--- src/rtl/cpu_common.sv ---
// Shared CPU types: ALU operation/operand encodings, flag bundle and ALU FSM states.
package cpu_common;

    typedef enum logic [3:0] {
        ALU_ADD = 4'd0,
        ALU_SUB = 4'd1,
        ALU_AND = 4'd2,
        ALU_OR  = 4'd3,
        ALU_XOR = 4'd4,
        ALU_SL  = 4'd5,
        ALU_SR  = 4'd6,
        ALU_MUL = 4'd7,
        ALU_ASR = 4'd8,
        ALU_DIV = 4'd9,
        ALU_MOD = 4'd10
    } alu_operation_t;

    typedef enum logic [1:0] {
        ALU_RX        = 2'd0,
        ALU_IMMEDIATE = 2'd1
    } alu_operand_t;

    typedef struct packed {
        logic z;
        logic n;
        logic c;
        logic v;
        logic dz;
    } alu_flags_t;

    typedef enum logic [1:0] {
        ALU_IDLE = 2'd0,
        ALU_RUN  = 2'd1,
        ALU_DONE = 2'd2
    } alu_state_t;

endpackage

--- src/rtl/alu_iterative_unit.sv ---
// Shift-add multiplier and restoring divider sharing one adder/subtractor,
// iteration counter and {acc, q} accumulator pair.
module alu_iterative_unit #(
    parameter int WIDTH = 8
) (
    input  logic             clk,
    input  logic             rst_n,
    input  logic             load,
    input  logic             step,
    input  logic             is_mul,
    input  logic [WIDTH-1:0] a,
    input  logic [WIDTH-1:0] b,
    output logic             last,
    output logic [WIDTH-1:0] lo_next,
    output logic [WIDTH-1:0] hi_next
);
    localparam int MSB = WIDTH - 1;
    localparam int CW  = $clog2(WIDTH);
    localparam logic [CW-1:0] LAST_CNT = CW'(WIDTH - 1);

    logic [WIDTH-1:0] acc_r;
    logic [WIDTH-1:0] q_r;
    logic [WIDTH-1:0] b_r;
    logic             mul_r;
    logic [CW-1:0]    cnt_r;
    logic [WIDTH:0]   x_s;
    logic [WIDTH:0]   sum_s;

    assign last = (cnt_r == LAST_CNT);

    // Shared adder: multiply adds B to the high half, divide trial-subtracts B from the shifted remainder.
    always_comb begin
        x_s     = {WIDTH+1{1'b0}};
        sum_s   = {WIDTH+1{1'b0}};
        lo_next = q_r;
        hi_next = acc_r;
        if (mul_r) begin
            x_s   = {1'b0, acc_r};
            sum_s = x_s + {1'b0, b_r};
            if (q_r[0]) begin
                hi_next = sum_s[WIDTH:1];
                lo_next = {sum_s[0], q_r[MSB:1]};
            end else begin
                hi_next = {1'b0, acc_r[MSB:1]};
                lo_next = {acc_r[0], q_r[MSB:1]};
            end
        end else begin
            x_s   = {acc_r, q_r[MSB]};
            sum_s = x_s - {1'b0, b_r};
            // A borrow out of the top bit means the trial subtraction went negative: restore.
            if (!sum_s[WIDTH]) begin
                hi_next = sum_s[MSB:0];
                lo_next = {q_r[MSB-1:0], 1'b1};
            end else begin
                hi_next = {acc_r[MSB-1:0], q_r[MSB]};
                lo_next = {q_r[MSB-1:0], 1'b0};
            end
        end
    end

    // Operand capture on load, one iteration per step.
    always_ff @(posedge clk or negedge rst_n) begin
        if (!rst_n) begin
            acc_r <= {WIDTH{1'b0}};
            q_r   <= {WIDTH{1'b0}};
            b_r   <= {WIDTH{1'b0}};
            mul_r <= 1'b0;
            cnt_r <= {CW{1'b0}};
        end else if (load) begin
            acc_r <= {WIDTH{1'b0}};
            q_r   <= a;
            b_r   <= b;
            mul_r <= is_mul;
            cnt_r <= {CW{1'b0}};
        end else if (step) begin
            acc_r <= hi_next;
            q_r   <= lo_next;
            cnt_r <= cnt_r + CW'(1);
        end else begin
            acc_r <= acc_r;
            q_r   <= q_r;
            cnt_r <= cnt_r;
        end
    end

endmodule

--- src/rtl/alu_multicycle.sv ---
// Registered multi-cycle ALU: start/busy/result_valid handshake, single-cycle ops
// computed on accept, MUL/DIV/MOD delegated to alu_iterative_unit.
module alu_multicycle
    import cpu_common::*;
#(
    parameter int WIDTH         = 8,
    parameter bit MUL_ITERATIVE = 1'b1
) (
    input  logic           clk,
    input  logic           rst_async,
    input  logic           start,
    input  alu_operation_t alu_operation,
    input  alu_operand_t   alu_operand,
    input  logic [WIDTH-1:0] r0,
    input  logic [WIDTH-1:0] rX,
    input  logic [WIDTH-1:0] immediate,
    output logic           busy,
    output logic           result_valid,
    output logic [WIDTH-1:0] alu_result,
    output alu_flags_t     alu_flags
);
    localparam int MSB = WIDTH - 1;
    localparam logic [WIDTH:0] WIDTH_V = (WIDTH + 1)'(WIDTH);

    alu_state_t       state_r;
    alu_operation_t   op_r;
    logic             div_zero_r;
    logic             busy_r;
    logic             valid_r;
    logic [WIDTH-1:0] result_r;
    alu_flags_t       flags_r;

    logic [WIDTH-1:0]   b_s;
    logic               operand_ok_s;
    logic               accept_s;
    logic               iter_op_s;
    logic [WIDTH:0]     add_s;
    logic [WIDTH:0]     sub_s;
    logic [2*WIDTH-1:0] prod_s;
    logic [WIDTH-1:0]   asr_s;
    logic               shift_big_s;
    logic [WIDTH-1:0]   single_res_s;
    logic               single_c_s;
    logic               single_v_s;
    logic               single_def_s;
    logic [WIDTH-1:0]   single_out_s;
    alu_flags_t         single_flags_s;
    logic               it_last_s;
    logic [WIDTH-1:0]   it_lo_s;
    logic [WIDTH-1:0]   it_hi_s;
    logic [WIDTH-1:0]   it_res_s;
    alu_flags_t         it_flags_s;

    assign busy         = busy_r;
    assign result_valid = valid_r;
    assign alu_result   = result_r;
    assign alu_flags    = flags_r;

    // Operand B select; an unknown encoding marks the request as undefined.
    always_comb begin
        case (alu_operand)
            ALU_RX:        begin b_s = rX;        operand_ok_s = 1'b1; end
            ALU_IMMEDIATE: begin b_s = immediate; operand_ok_s = 1'b1; end
            default:       begin b_s = {WIDTH{1'b0}}; operand_ok_s = 1'b0; end
        endcase
    end

    assign accept_s    = start && ((state_r == ALU_IDLE) || (state_r == ALU_DONE));
    assign iter_op_s   = operand_ok_s && ((alu_operation == ALU_DIV) || (alu_operation == ALU_MOD) ||
                                          ((alu_operation == ALU_MUL) && MUL_ITERATIVE));
    assign add_s       = {1'b0, r0} + {1'b0, b_s};
    assign sub_s       = {1'b0, r0} - {1'b0, b_s};
    assign prod_s      = {{WIDTH{1'b0}}, r0} * {{WIDTH{1'b0}}, b_s};
    assign asr_s       = $unsigned($signed(r0) >>> b_s);
    assign shift_big_s = ({1'b0, b_s} >= WIDTH_V);

    // Single-cycle datapath evaluated from live inputs; registered on accept.
    always_comb begin
        single_res_s = {WIDTH{1'b0}};
        single_c_s   = 1'b0;
        single_v_s   = 1'b0;
        single_def_s = 1'b1;
        case (alu_operation)
            ALU_ADD: begin
                single_res_s = add_s[MSB:0];
                single_c_s   = add_s[WIDTH];
                single_v_s   = (r0[MSB] == b_s[MSB]) && (add_s[MSB] != r0[MSB]);
            end
            ALU_SUB: begin
                single_res_s = sub_s[MSB:0];
                single_c_s   = sub_s[WIDTH];
                single_v_s   = (r0[MSB] != b_s[MSB]) && (sub_s[MSB] != r0[MSB]);
            end
            ALU_AND: single_res_s = r0 & b_s;
            ALU_OR:  single_res_s = r0 | b_s;
            ALU_XOR: single_res_s = r0 ^ b_s;
            ALU_SL:  single_res_s = shift_big_s ? {WIDTH{1'b0}} : (r0 << b_s);
            ALU_SR:  single_res_s = shift_big_s ? {WIDTH{1'b0}} : (r0 >> b_s);
            ALU_ASR: single_res_s = shift_big_s ? {WIDTH{r0[MSB]}} : asr_s;
            ALU_MUL: begin
                single_res_s = prod_s[MSB:0];
                single_c_s   = |prod_s[2*WIDTH-1:WIDTH];
            end
            default: single_def_s = 1'b0;
        endcase
    end

    // Undefined requests collapse to a zero result with all flags clear.
    always_comb begin
        if (single_def_s && operand_ok_s) begin
            single_out_s   = single_res_s;
            single_flags_s = '{z: (single_res_s == {WIDTH{1'b0}}), n: single_res_s[MSB],
                               c: single_c_s, v: single_v_s, dz: 1'b0};
        end else begin
            single_out_s   = {WIDTH{1'b0}};
            single_flags_s = '{default: 1'b0};
        end
    end

    alu_iterative_unit #(.WIDTH(WIDTH)) u_iter (
        .clk     (clk),
        .rst_n   (rst_async),
        .load    (accept_s && iter_op_s),
        .step    (state_r == ALU_RUN),
        .is_mul  (alu_operation == ALU_MUL),
        .a       (r0),
        .b       (b_s),
        .last    (it_last_s),
        .lo_next (it_lo_s),
        .hi_next (it_hi_s)
    );

    // Iterative result selection from the unit's final-iteration values.
    always_comb begin
        it_res_s   = it_lo_s;
        it_flags_s = '{default: 1'b0};
        case (op_r)
            ALU_MUL: it_flags_s.c  = |it_hi_s;
            ALU_MOD: begin
                it_res_s      = it_hi_s;
                it_flags_s.dz = div_zero_r;
            end
            default: it_flags_s.dz = div_zero_r;
        endcase
        it_flags_s.z = (it_res_s == {WIDTH{1'b0}});
        it_flags_s.n = it_res_s[MSB];
    end

    // Control FSM with registered handshake and result outputs.
    always_ff @(posedge clk or negedge rst_async) begin
        if (!rst_async) begin
            state_r    <= ALU_IDLE;
            op_r       <= ALU_ADD;
            div_zero_r <= 1'b0;
            busy_r     <= 1'b0;
            valid_r    <= 1'b0;
            result_r   <= {WIDTH{1'b0}};
            flags_r    <= '{default: 1'b0};
        end else begin
            case (state_r)
                ALU_IDLE, ALU_DONE: begin
                    if (accept_s && iter_op_s) begin
                        state_r    <= ALU_RUN;
                        op_r       <= alu_operation;
                        div_zero_r <= (b_s == {WIDTH{1'b0}});
                        busy_r     <= 1'b1;
                        valid_r    <= 1'b0;
                    end else if (accept_s) begin
                        state_r  <= ALU_DONE;
                        busy_r   <= 1'b0;
                        valid_r  <= 1'b1;
                        result_r <= single_out_s;
                        flags_r  <= single_flags_s;
                    end else begin
                        state_r <= ALU_IDLE;
                        busy_r  <= 1'b0;
                        valid_r <= 1'b0;
                    end
                end
                ALU_RUN: begin
                    if (it_last_s) begin
                        state_r  <= ALU_DONE;
                        busy_r   <= 1'b0;
                        valid_r  <= 1'b1;
                        result_r <= it_res_s;
                        flags_r  <= it_flags_s;
                    end else begin
                        state_r <= ALU_RUN;
                        busy_r  <= 1'b1;
                        valid_r <= 1'b0;
                    end
                end
                default: begin
                    state_r <= ALU_IDLE;
                    busy_r  <= 1'b0;
                    valid_r <= 1'b0;
                end
            endcase
        end
    end

endmodule

--- config.mk ---
export PLATFORM = sky130hd
export DESIGN_NAME = alu_multicycle
export DESIGN_NICKNAME = d
export VERILOG_FILES = /design/src/rtl/cpu_common.sv /design/src/rtl/alu_iterative_unit.sv /design/src/rtl/alu_multicycle.sv
export SDC_FILE = /design/constraint.sdc
export NUM_CORES = 1
export LEC_CHECK = 0
export BUFFER_PORTS_ARGS = -buffer_cell sky130_fd_sc_hd__buf_2
export CAP_MARGIN = 30
export CORE_ASPECT_RATIO = 0.8
export CORE_MARGIN = 2
export CORE_UTILIZATION = 25
export DETAILED_ROUTE_END_ITERATION = 7
export GPL_ROUTABILITY_DRIVEN = 0
export GPL_TIMING_DRIVEN = 1
export HOLD_SLACK_MARGIN = 0.15
export PLACE_DENSITY = 0.47
export SYNTH_ARGS = -nofsm -noshare
export SYNTH_HDL_FRONTEND = slang
export SYNTH_SLANG_ARGS = --single-unit
--- constraint.sdc ---
create_clock -name clk -period 5.7 [get_ports clk]
set_input_delay 0.855 -clock clk [delete_from_list [all_inputs] [get_ports clk]]
set_output_delay 0.855 -clock clk [all_outputs]
set_load 0.05 [all_outputs]
==> summary.md, run 1 <==
| Metric | Value |
|---|---|
| Run status | `complete, no violations` |
| Port-buffer cells | `47` |
| Clock network latency to the later pin of the worst-skew pair | `290 ps` |
| Share of the clock period used by the worst path | `92.1%` |
| Highest net fanout along the worst path | `12` |
| Post-synthesis async set-or-reset flop share | `100%` |
| Total power of the final layout | `2.38 mW` |
| Number of distinct library cell variants in the gate-level netlist after synthesis | `82` |
| Post-synthesis cell count | `800` |
| Setup clock skew after layout | `5.66 ps` |
| Fraction of final layout cells sized beyond drive strength 1 | `13.3%` |
| Buffer type at the clock tree root | `sky130_fd_sc_hd__clkbuf_16` |
| Total negative slack | `0 ps` |
| Commonest non-fill, non-tap cells in the layout | `89 x sky130_fd_sc_hd__nand2_1, 70 x sky130_fd_sc_hd__inv_1, 69 x sky130_fd_sc_hd__o21ai_0` |
| Critical path buffer and inverter count | `6` |
| Total clock sinks | `47` |
| Std-Cell Rows | `51` |
| Routed via count divided by cell count | `5.44` |
| Register-to-register path setup slack | `2100 ps` |
| Growth of design area from synthesis to finish | `14.1%` |
| Count of H-tree levels built during CTS | `2` |
| TritonRoute pass-1 iters | `6` |
| RSZ-0062 raised after global routing | `no` |
| Worst-path cell with the longest stage delay | `sky130_fd_sc_hd__fa_1` |
| Number of synthesis warnings | `0` |
| Most common library cell in the layout ignoring fill and taps | `sky130_fd_sc_hd__nand2_1` |
| Total placed cells including tap cells | `1155` |
| Number of ports placed on the die boundary | `48` |
| Top-area cell type share of the netlist area | `18.9%` |
| Routed wirelength normalized by instance count | `20.0 um` |
| Post-detailed-routing wire length | `23300 um` |
| Met3 usage | `3.71%` |
| Share of the core filled with cells in the final layout | `29.1%` |
| Complex-gate fraction of the synthesized area | `26.1%` |
| Cell accounting for the most synthesized area | `sky130_fd_sc_hd__dfrtp_1` |
| GR met2 Demand/Resource | `22.7%` |
| Path type of the worst min-delay path | `reg -> reg` |
| Y dimension of the die | `145 um` |
| Met1 track demand over resource in global routing | `28.3%` |
| Starting density of the core | `25.5%` |
| Cell class contributing the biggest share of worst-path delay | `adder cells` |
| Pin slew with the least headroom to its limit | `933 ps` |
| Combined global-route utilization of all metal layers | `17.3%` |
| TritonCTS clock tree | `done` |
| Iteration-0 DRC Markers | `694` |
| Synth Area in XOR/XNOR | `1.81%` |
| Post-synthesis mux area share | `5.56%` |
| Mapped Nets | `914` |
| Post-CTS sizing | `0` |
| Via count of the first global-routing pass | `5879` |
| Tmin final | `5250 ps` |
| Antenna Cells | `0` |
| Seq cells post-synth | `47` |
| Post CTS Setup Buffer Count | `0` |
| Average footprint of a synthesized cell | `7.80 um2` |
| Std-Cell Core Area | `24400 um2` |
| Crit-path most repeated cell | `sky130_fd_sc_hd__inv_1` |
| Count of flip-flops with a built-in enable after synthesis | `0` |
| Synth Area in Adders | `18.9%` |
| DRC errors left | `0` |
| Total gr overflow | `0` |
| Via count | `6332` |
| Simple logic cell fraction of the synthesized area | `21.6%` |
| Final slew viol count | `0` |
| Hold_buf cts | `0` |
| Critical path cell sequence | `buf_2 -> mux2i_1 -> or2_1 -> inv_2 -> ha_1 -> inv_1 -> fa_1 -> inv_1 -> fa_1 -> ha_1 -> inv_1 -> fa_1 -> inv_1 -> ha_1 -> xnor2_1 -> o221ai_1 -> a211oi_2 -> o21ai_0 -> or3b_1 -> nor3_1 -> and2_1 -> a221o_1` |
| Horizontal die dimension | `181 um` |
| Number of buffers on the longest clock path | `2` |
| Number of nets still failing antenna checks after routing | `0` |
| LEAKAGE | `3.22 nW` |
| Die footprint | `26200 um2` |
| First-pass GRT wire length | `35900 um` |
| Required time at the worst-slack endpoint | `5940 ps` |
| Fraction of the yosys area taken by sequential cells | `18.9%` |
| Maximum clock rate | `0.190 GHz` |
| Hold slack | `479 ps` |
| Maximum capacitance violations | `0` |
| Rel. slew slack | `37.7%` |
| Setup Crit Path Kind | `in -> reg` |
| Number of buffers created by CTS | `5` |
| Cell area after synthesis | `6240 um2` |
| Worst setup EP type | `flop` |
| Most used routing layer | `met1` |
| Pin count of the biggest net entering global routing | `48` |
| Power per cell area | `334 nW/um2` |
| Most used DFF post-synth | `sky130_fd_sc_hd__dfrtp_1` |
| Worst path max stage delay | `520 ps` |
| Net count of the finished layout | `958` |
| Critical path arrival | `5490 ps` |
| Largest family of logic cells by synthesized area | `compound AO/OA/AOI/OAI gates` |
| Final hold violation count | `0` |
| Maximum ir drop on the vdd rail | `0.133 mV` |
| CTS clk-pin slew, worst paths | `70 ps` |
| Detailed-placement wirelength estimate | `18500 um` |
| Top post-synthesis cells by area | `sky130_fd_sc_hd__dfrtp_1 19%, sky130_fd_sc_hd__ha_1 12%, sky130_fd_sc_hd__fa_1 7.1%` |
| Non-Filler Instances | `1163` |
| Antenna violations before repair | `0` |
| Launching element type of the critical path | `input pin` |
| Number of endpoints failing setup at the final stage | `0` |
==> state kept, by name, summed over array words and instances, names as in the netlist <==
| signal | flops |
|---|---|
| u_iter.b_r | 8 |
| alu_flags | 4 |
| state_r | 2 |
| u_iter.acc_r | 8 |
| op_r | 4 |
| u_iter.cnt_r | 3 |
| div_zero_r | 1 |
| u_iter.q_r | 8 |
| u_iter.mul_r | 1 |
| alu_result | 8 |
==> worst reg2reg max path: cells and delay by family, from the launching register on <==
| family | cells | cell delay, ps |
|---|---|---|
| AOI/OAI and AO/OA | 6 | 1200 |
| adders and majority gates | 2 | 630 |
| DFF | 1 | 390 |
| buffers and inverters | 3 | 390 |
| and+or+nand+nor | 3 | 880 |
==> final cells by class <==
class	count	area [um2]
clock buffer	6	139
clock inverter	2	35.0
tap	318	398
inverter	76	285
timing repair buffer	76	473
fill	2679	17300
sequential	47	1180
multi-input combinational	638	4610
==> power by group <==
part / switching (mW) / internal (mW)
clock network: 0.128 / 0.218
logic: 0.888 / 0.577
registers: 0.134 / 0.431
total: 1.15 / 1.23
==> metrics by stage <==
step | cell area (um2) | setup WS, ps
6_report | 7120 | 450
4_1_cts | 7120 | 495
5_1_grt | 7120 | 172
3_3_place_gp | 6920 | 297
2_1_floorplan | 6240 | 192
3_5_place_dp | 6950 | 179
==> synth_stat cells (all sizes together) (20+ instances only) <==
master / count
inv: 74
fa: 22
nand2: 89
clkbuf: 28
dfrtp: 47
a21oi: 43
nor2: 67
ha: 59
nor3: 20
nand3: 28
o21ai: 69
mux2i: 20
==> path summary, 6_finish.rpt <==
| kind | startpoint | to | cells past startpoint |
|---|---|---|---|
| max in group asynchronous | rst_async | u_iter.b_r[5]$_DFFE_PN0P_ | 2 |
| min | alu_flags[0]$_DFFE_PN0P_ | alu_flags[0]$_DFFE_PN0P_ | 2 |
| min reg2reg | alu_flags[0]$_DFFE_PN0P_ | alu_flags[0]$_DFFE_PN0P_ | 2 |
| min in group asynchronous | rst_async | u_iter.acc_r[0]$_DFFE_PN0P_ | 2 |
| max | alu_operand[0] | alu_flags[4]$_DFFE_PN0P_ | 22 |
| max reg2reg | u_iter.q_r[7]$_DFFE_PN0P_ | alu_flags[4]$_DFFE_PN0P_ | 14 |
==> per-layer routing <==
layer	vias to the layer above	routed length, um
li1	2986	-
met1	3045	12100
met2	276	8970
met3	25	2020
met4	0	208
met5	-	0
==> cell families after synthesis <==
| group | after synthesis |
|---|---|
| compound gates | 242 |
| xor+xnor | 12 |
| fa+ha+maj | 81 |
| buf+inv | 115 |
| flops | 47 |
| mux | 30 |
| simple gates | 273 |
Note: power is estimated with default switching activity, not from simulation.
==> inputs of run 2 (changes only) <==
--- a/config.mk
+++ b/config.mk
@@ -5,16 +5,18 @@
 export SDC_FILE = /design/constraint.sdc
 export NUM_CORES = 1
 export LEC_CHECK = 0
+export ABC_AREA = 1
 export BUFFER_PORTS_ARGS = -buffer_cell sky130_fd_sc_hd__buf_2
 export CAP_MARGIN = 30
 export CORE_ASPECT_RATIO = 0.8
 export CORE_MARGIN = 2
-export CORE_UTILIZATION = 25
+export CORE_UTILIZATION = 55
+export CTS_BUF_LIST = sky130_fd_sc_hd__clkbuf_4 sky130_fd_sc_hd__clkbuf_8
 export DETAILED_ROUTE_END_ITERATION = 7
 export GPL_ROUTABILITY_DRIVEN = 0
 export GPL_TIMING_DRIVEN = 1
 export HOLD_SLACK_MARGIN = 0.15
-export PLACE_DENSITY = 0.47
+export PLACE_DENSITY = 0.8
 export SYNTH_ARGS = -nofsm -noshare
 export SYNTH_HDL_FRONTEND = slang
 export SYNTH_SLANG_ARGS = --single-unit
==> run 2 against run 1 <==
Compared with the run above: final area up 11%; clock power down 25%; synthesized cell count up 37%; synthesized area up 17%; first-iteration DRC count up 48%; global-route usage up 14 points; sequential power down 6.4%; worst hold slack better by 1.9 ps; sequential cell count unchanged; setup slack worse by 16 ps; register-to-register slack better by 320 ps; critical path type unchanged; largest power group unchanged.
==> summary.md, run 2 <==
| Metric | Value |
|---|---|
| RSZ-0062 raised after global routing | `no` |
| Die footprint | `14200 um2 (-46%)` |
| Tmin final | `5270 ps (+15.5 ps)` |
| Total negative slack | `0 ps (unchanged)` |
| Maximum capacitance violations | `0 (unchanged)` |
| Total clock sinks | `47 (unchanged)` |
| Y dimension of the die | `107 um (-26%)` |
| Via count of the first global-routing pass | `6992 (+19%)` |
| Path type of the worst min-delay path | `in -> async` |
| Total placed cells including tap cells | `1310 (+13%)` |
| Commonest non-fill, non-tap cells in the layout | `290 x sky130_fd_sc_hd__nand2_1, 162 x sky130_fd_sc_hd__inv_1, 98 x sky130_fd_sc_hd__nand3_1, 98 x sky130_fd_sc_hd__nor2_1, 78 x sky130_fd_sc_hd__ha_1` |
| Horizontal die dimension | `133 um (-26%)` |
| Top post-synthesis cells by area | `sky130_fd_sc_hd__dfrtp_1 16%, sky130_fd_sc_hd__nand2_1 15%, sky130_fd_sc_hd__ha_1 13%` |
| Leading cell type by number of instances after synthesis | `sky130_fd_sc_hd__nand2_1` |
| TritonRoute pass-1 iters | `8 (+2)` |
| Top-area cell type share of the netlist area | `16.1% (-2.8 points)` |
| Total gr overflow | `0 (unchanged)` |
| Maximum ir drop on the vdd rail | `0.230 mV (+73%)` |
| Buffer type at the clock tree root | `sky130_fd_sc_hd__clkbuf_8` |
| Antenna violations before repair | `1 (+1)` |
| Fraction of the yosys area taken by sequential cells | `16.1% (-2.8 points)` |
| Highest net fanout along the worst path | `7 (-5)` |
| Starting density of the core | `56.7% (+31 points)` |
| Port-buffer cells | `47 (unchanged)` |
| Post-detailed-routing wire length | `21700 um (-6.7%)` |
| Placement-stage worst setup slack | `61.8 ps (-117 ps)` |
| Rel. slew slack | `33.7% (-4.0 points)` |
| Synth Area in Adders | `24.3% (+5.4 points)` |
| Share of the clock period used by the worst path | `92.4% (+0.27 points)` |
| Growth of design area from synthesis to finish | `8.29%` |
| Mapped Nets | `1246 (+36%)` |
| Post-synthesis async set-or-reset flop share | `100% (unchanged)` |
| Largest family of logic cells by synthesized area | `simple AND/OR/NAND/NOR gates` |
| Combined global-route utilization of all metal layers | `31.3% (+14 points)` |
| Seq cells post-synth | `47 (unchanged)` |
| Setup Crit Path Kind | `in -> reg` |
| Routed wirelength normalized by instance count | `16.5 um (-18%)` |
| Routed via count divided by cell count | `5.80 (+6.6%)` |
| Net count of the finished layout | `1293 (+35%)` |
| Non-Filler Instances | `1320 (+13%)` |
| Critical path arrival | `5460 ps (-30 ps)` |
| Count of flip-flops with a built-in enable after synthesis | `0 (unchanged)` |
| Complex-gate fraction of the synthesized area | `14.1% (-12 points)` |
| Crit-path most repeated cell | `sky130_fd_sc_hd__nand2_1` |
| Number of filler instances in the final layout | `1207 (-55%)` |
| Number of endpoints failing setup at the final stage | `0 (unchanged)` |
| Launching element type of the critical path | `input pin` |
| Most common library cell in the layout ignoring fill and taps | `sky130_fd_sc_hd__nand2_1` |
| LEAKAGE | `4.28 nW (+33%)` |
| Pin slew with the least headroom to its limit | `986 ps (+52.9 ps)` |
| Via count | `7661 (+21%)` |
| Post-synthesis mux area share | `0.410% (-5.1 points)` |
| Hold slack | `481 ps (+1.85 ps)` |
| Most instantiated cells after synthesis | `290 x sky130_fd_sc_hd__nand2_1, 162 x sky130_fd_sc_hd__inv_1, 98 x sky130_fd_sc_hd__nand3_1, 98 x sky130_fd_sc_hd__nor2_1, 78 x sky130_fd_sc_hd__ha_1` |
| Final hold violation count | `0 (unchanged)` |
| Clock network latency to the later pin of the worst-skew pair | `310 ps (+20 ps)` |
| Fraction of final layout cells sized beyond drive strength 1 | `9.89% (-3.4 points)` |
| Std-Cell Rows | `37 (-27%)` |
| Number of synthesis warnings | `0 (unchanged)` |
| Average footprint of a synthesized cell | `6.68 um2 (-14%)` |
| Worst-path cell with the longest stage delay | `sky130_fd_sc_hd__fa_1` |
| Hold_buf cts | `0 (unchanged)` |
| PnR worst setup slack | `434 ps (-15.5 ps)` |
| DRC errors left | `0 (unchanged)` |
| Detailed-placement wirelength estimate | `17600 um (-5.3%)` |
| TritonCTS clock tree | `done` |
| Pin count of the biggest net entering global routing | `32 (-33%)` |
| Number of nets still failing antenna checks after routing | `0 (unchanged)` |
| Required time at the worst-slack endpoint | `5900 ps (-40 ps)` |
| Cell area after synthesis | `7320 um2 (+17%)` |
| Number of distinct library cell variants in the gate-level netlist after synthesis | `51 (-38%)` |
| Number of ports placed on the die boundary | `48 (unchanged)` |
| Run status | `complete, no violations` |
| Final slew viol count | `0 (unchanged)` |
| Cell accounting for the most synthesized area | `sky130_fd_sc_hd__dfrtp_1` |
| Maximum clock rate | `0.190 GHz (-0.30%)` |
| Total power of the final layout | `2.32 mW (-2.3%)` |
| Synth Area in XOR/XNOR | `1.80% (-0.0096 points)` |
| Most used DFF post-synth | `sky130_fd_sc_hd__dfrtp_1` |
| Worst setup EP type | `flop` |
| Power per cell area | `293 nW/um2 (-12%)` |
| First-pass GRT wire length | `35500 um (-1.1%)` |
| Worst path max stage delay | `550 ps (+30 ps)` |
| Share of the core filled with cells in the final layout | `61.3% (+32 points)` |
| Iteration-0 DRC Markers | `1025 (+48%)` |
| Setup clock skew after layout | `10.4 ps (+4.70 ps)` |
| Count of H-tree levels built during CTS | `2 (unchanged)` |
| Simple logic cell fraction of the synthesized area | `32.7% (+11 points)` |
| Number of buffers on the longest clock path | `2 (unchanged)` |
| Number of buffers created by CTS | `5 (unchanged)` |
| Layout Cell Area excl Fill | `7920 um2 (+11%)` |
| Placed standard-cell area | `7800 um2 (+12%)` |
| CTS clk-pin slew, worst paths | `90 ps (+20 ps)` |
| Std-Cell Core Area | `12900 um2 (-47%)` |
| Post-synthesis cell count | `1095 (+37%)` |
[run 2: power by group]
group	total (mW)	internal [mW]	switching (mW)
Sequential	0.529	0.426	0.102
Combinational	1.54	0.538	0.999
Clock	0.258	0.132	0.125
Total	2.32	1.10	1.23
[run 2: area by class of cell]
type / instances / area, um2 / share of cell area [%]
Inverter: 169 / 634 / 8.01
Clock buffer: 5 / 68.8 / 0.868
Sequential cell: 47 / 1180 / 14.8
Multi-Input combinational cell: 851 / 5370 / 67.8
Timing Repair Buffer: 68 / 405 / 5.12
Antenna cell: 2 / 5.00 / 0.0632
Clock inverter: 3 / 46.3 / 0.584
Tap cell: 175 / 219 / 2.76
[run 2: critical path, delay by kind of cell]
family                   cells  cell delay [ps]
AND/OR/NAND/NOR             14             1190
adder cells (fa/ha/maj)      5             2140
buffers and inverters        6              720
AO/OA/AOI/OAI                4              560
[run 2: kinds of logic (layout without fill, tap and decap cells)]
family	Yosys count	in the layout
xor+xnor	15	15
flops	47	47
buf+inv	197	245
compound gates	172	172
mux	3	3
other cells	0	2
simple gates	543	543
fa+ha+maj	118	118
[run 2: path summary, 6_finish.rpt]
| check | from | slack [ps] | cells after the start | to |
|---|---|---|---|---|
| setup reg to reg | u_iter.q_r[7]$_DFFE_PN0P_ | 2420 | 19 | alu_flags[4]$_DFFE_PN0P_ |
| max in group asynchronous | rst_async | 4710 | 2 | alu_result[2]$_DFFE_PN0P_ |
| hold reg to reg | u_iter.cnt_r[0]$_DFFE_PN0P_ | 480 | 1 | u_iter.cnt_r[0]$_DFFE_PN0P_ |
| hold / removal | rst_async | 480 | 1 | u_iter.q_r[7]$_DFFE_PN0P_ |
| setup / recovery | alu_operand[1] | 430 | 29 | alu_flags[2]$_DFFE_PN0P_ |
| min in group clk | u_iter.cnt_r[0]$_DFFE_PN0P_ | 480 | 1 | u_iter.cnt_r[0]$_DFFE_PN0P_ |
[run 2: routing by layer]
metal  global-route usage, %  up-vias  wire, um
met1                    47.2     3475      9610
met3                    7.19       63      2820
li1                        -     3673         -
met5                       0        -         0
met2                    44.7      450      8780
met4                    7.91        0       500
[run 2: what timing repair did]
item	4_1_cts	5_1_grt
resized for setup	0	2
setup endpoints to repair	0	1
setup buffers	0	0
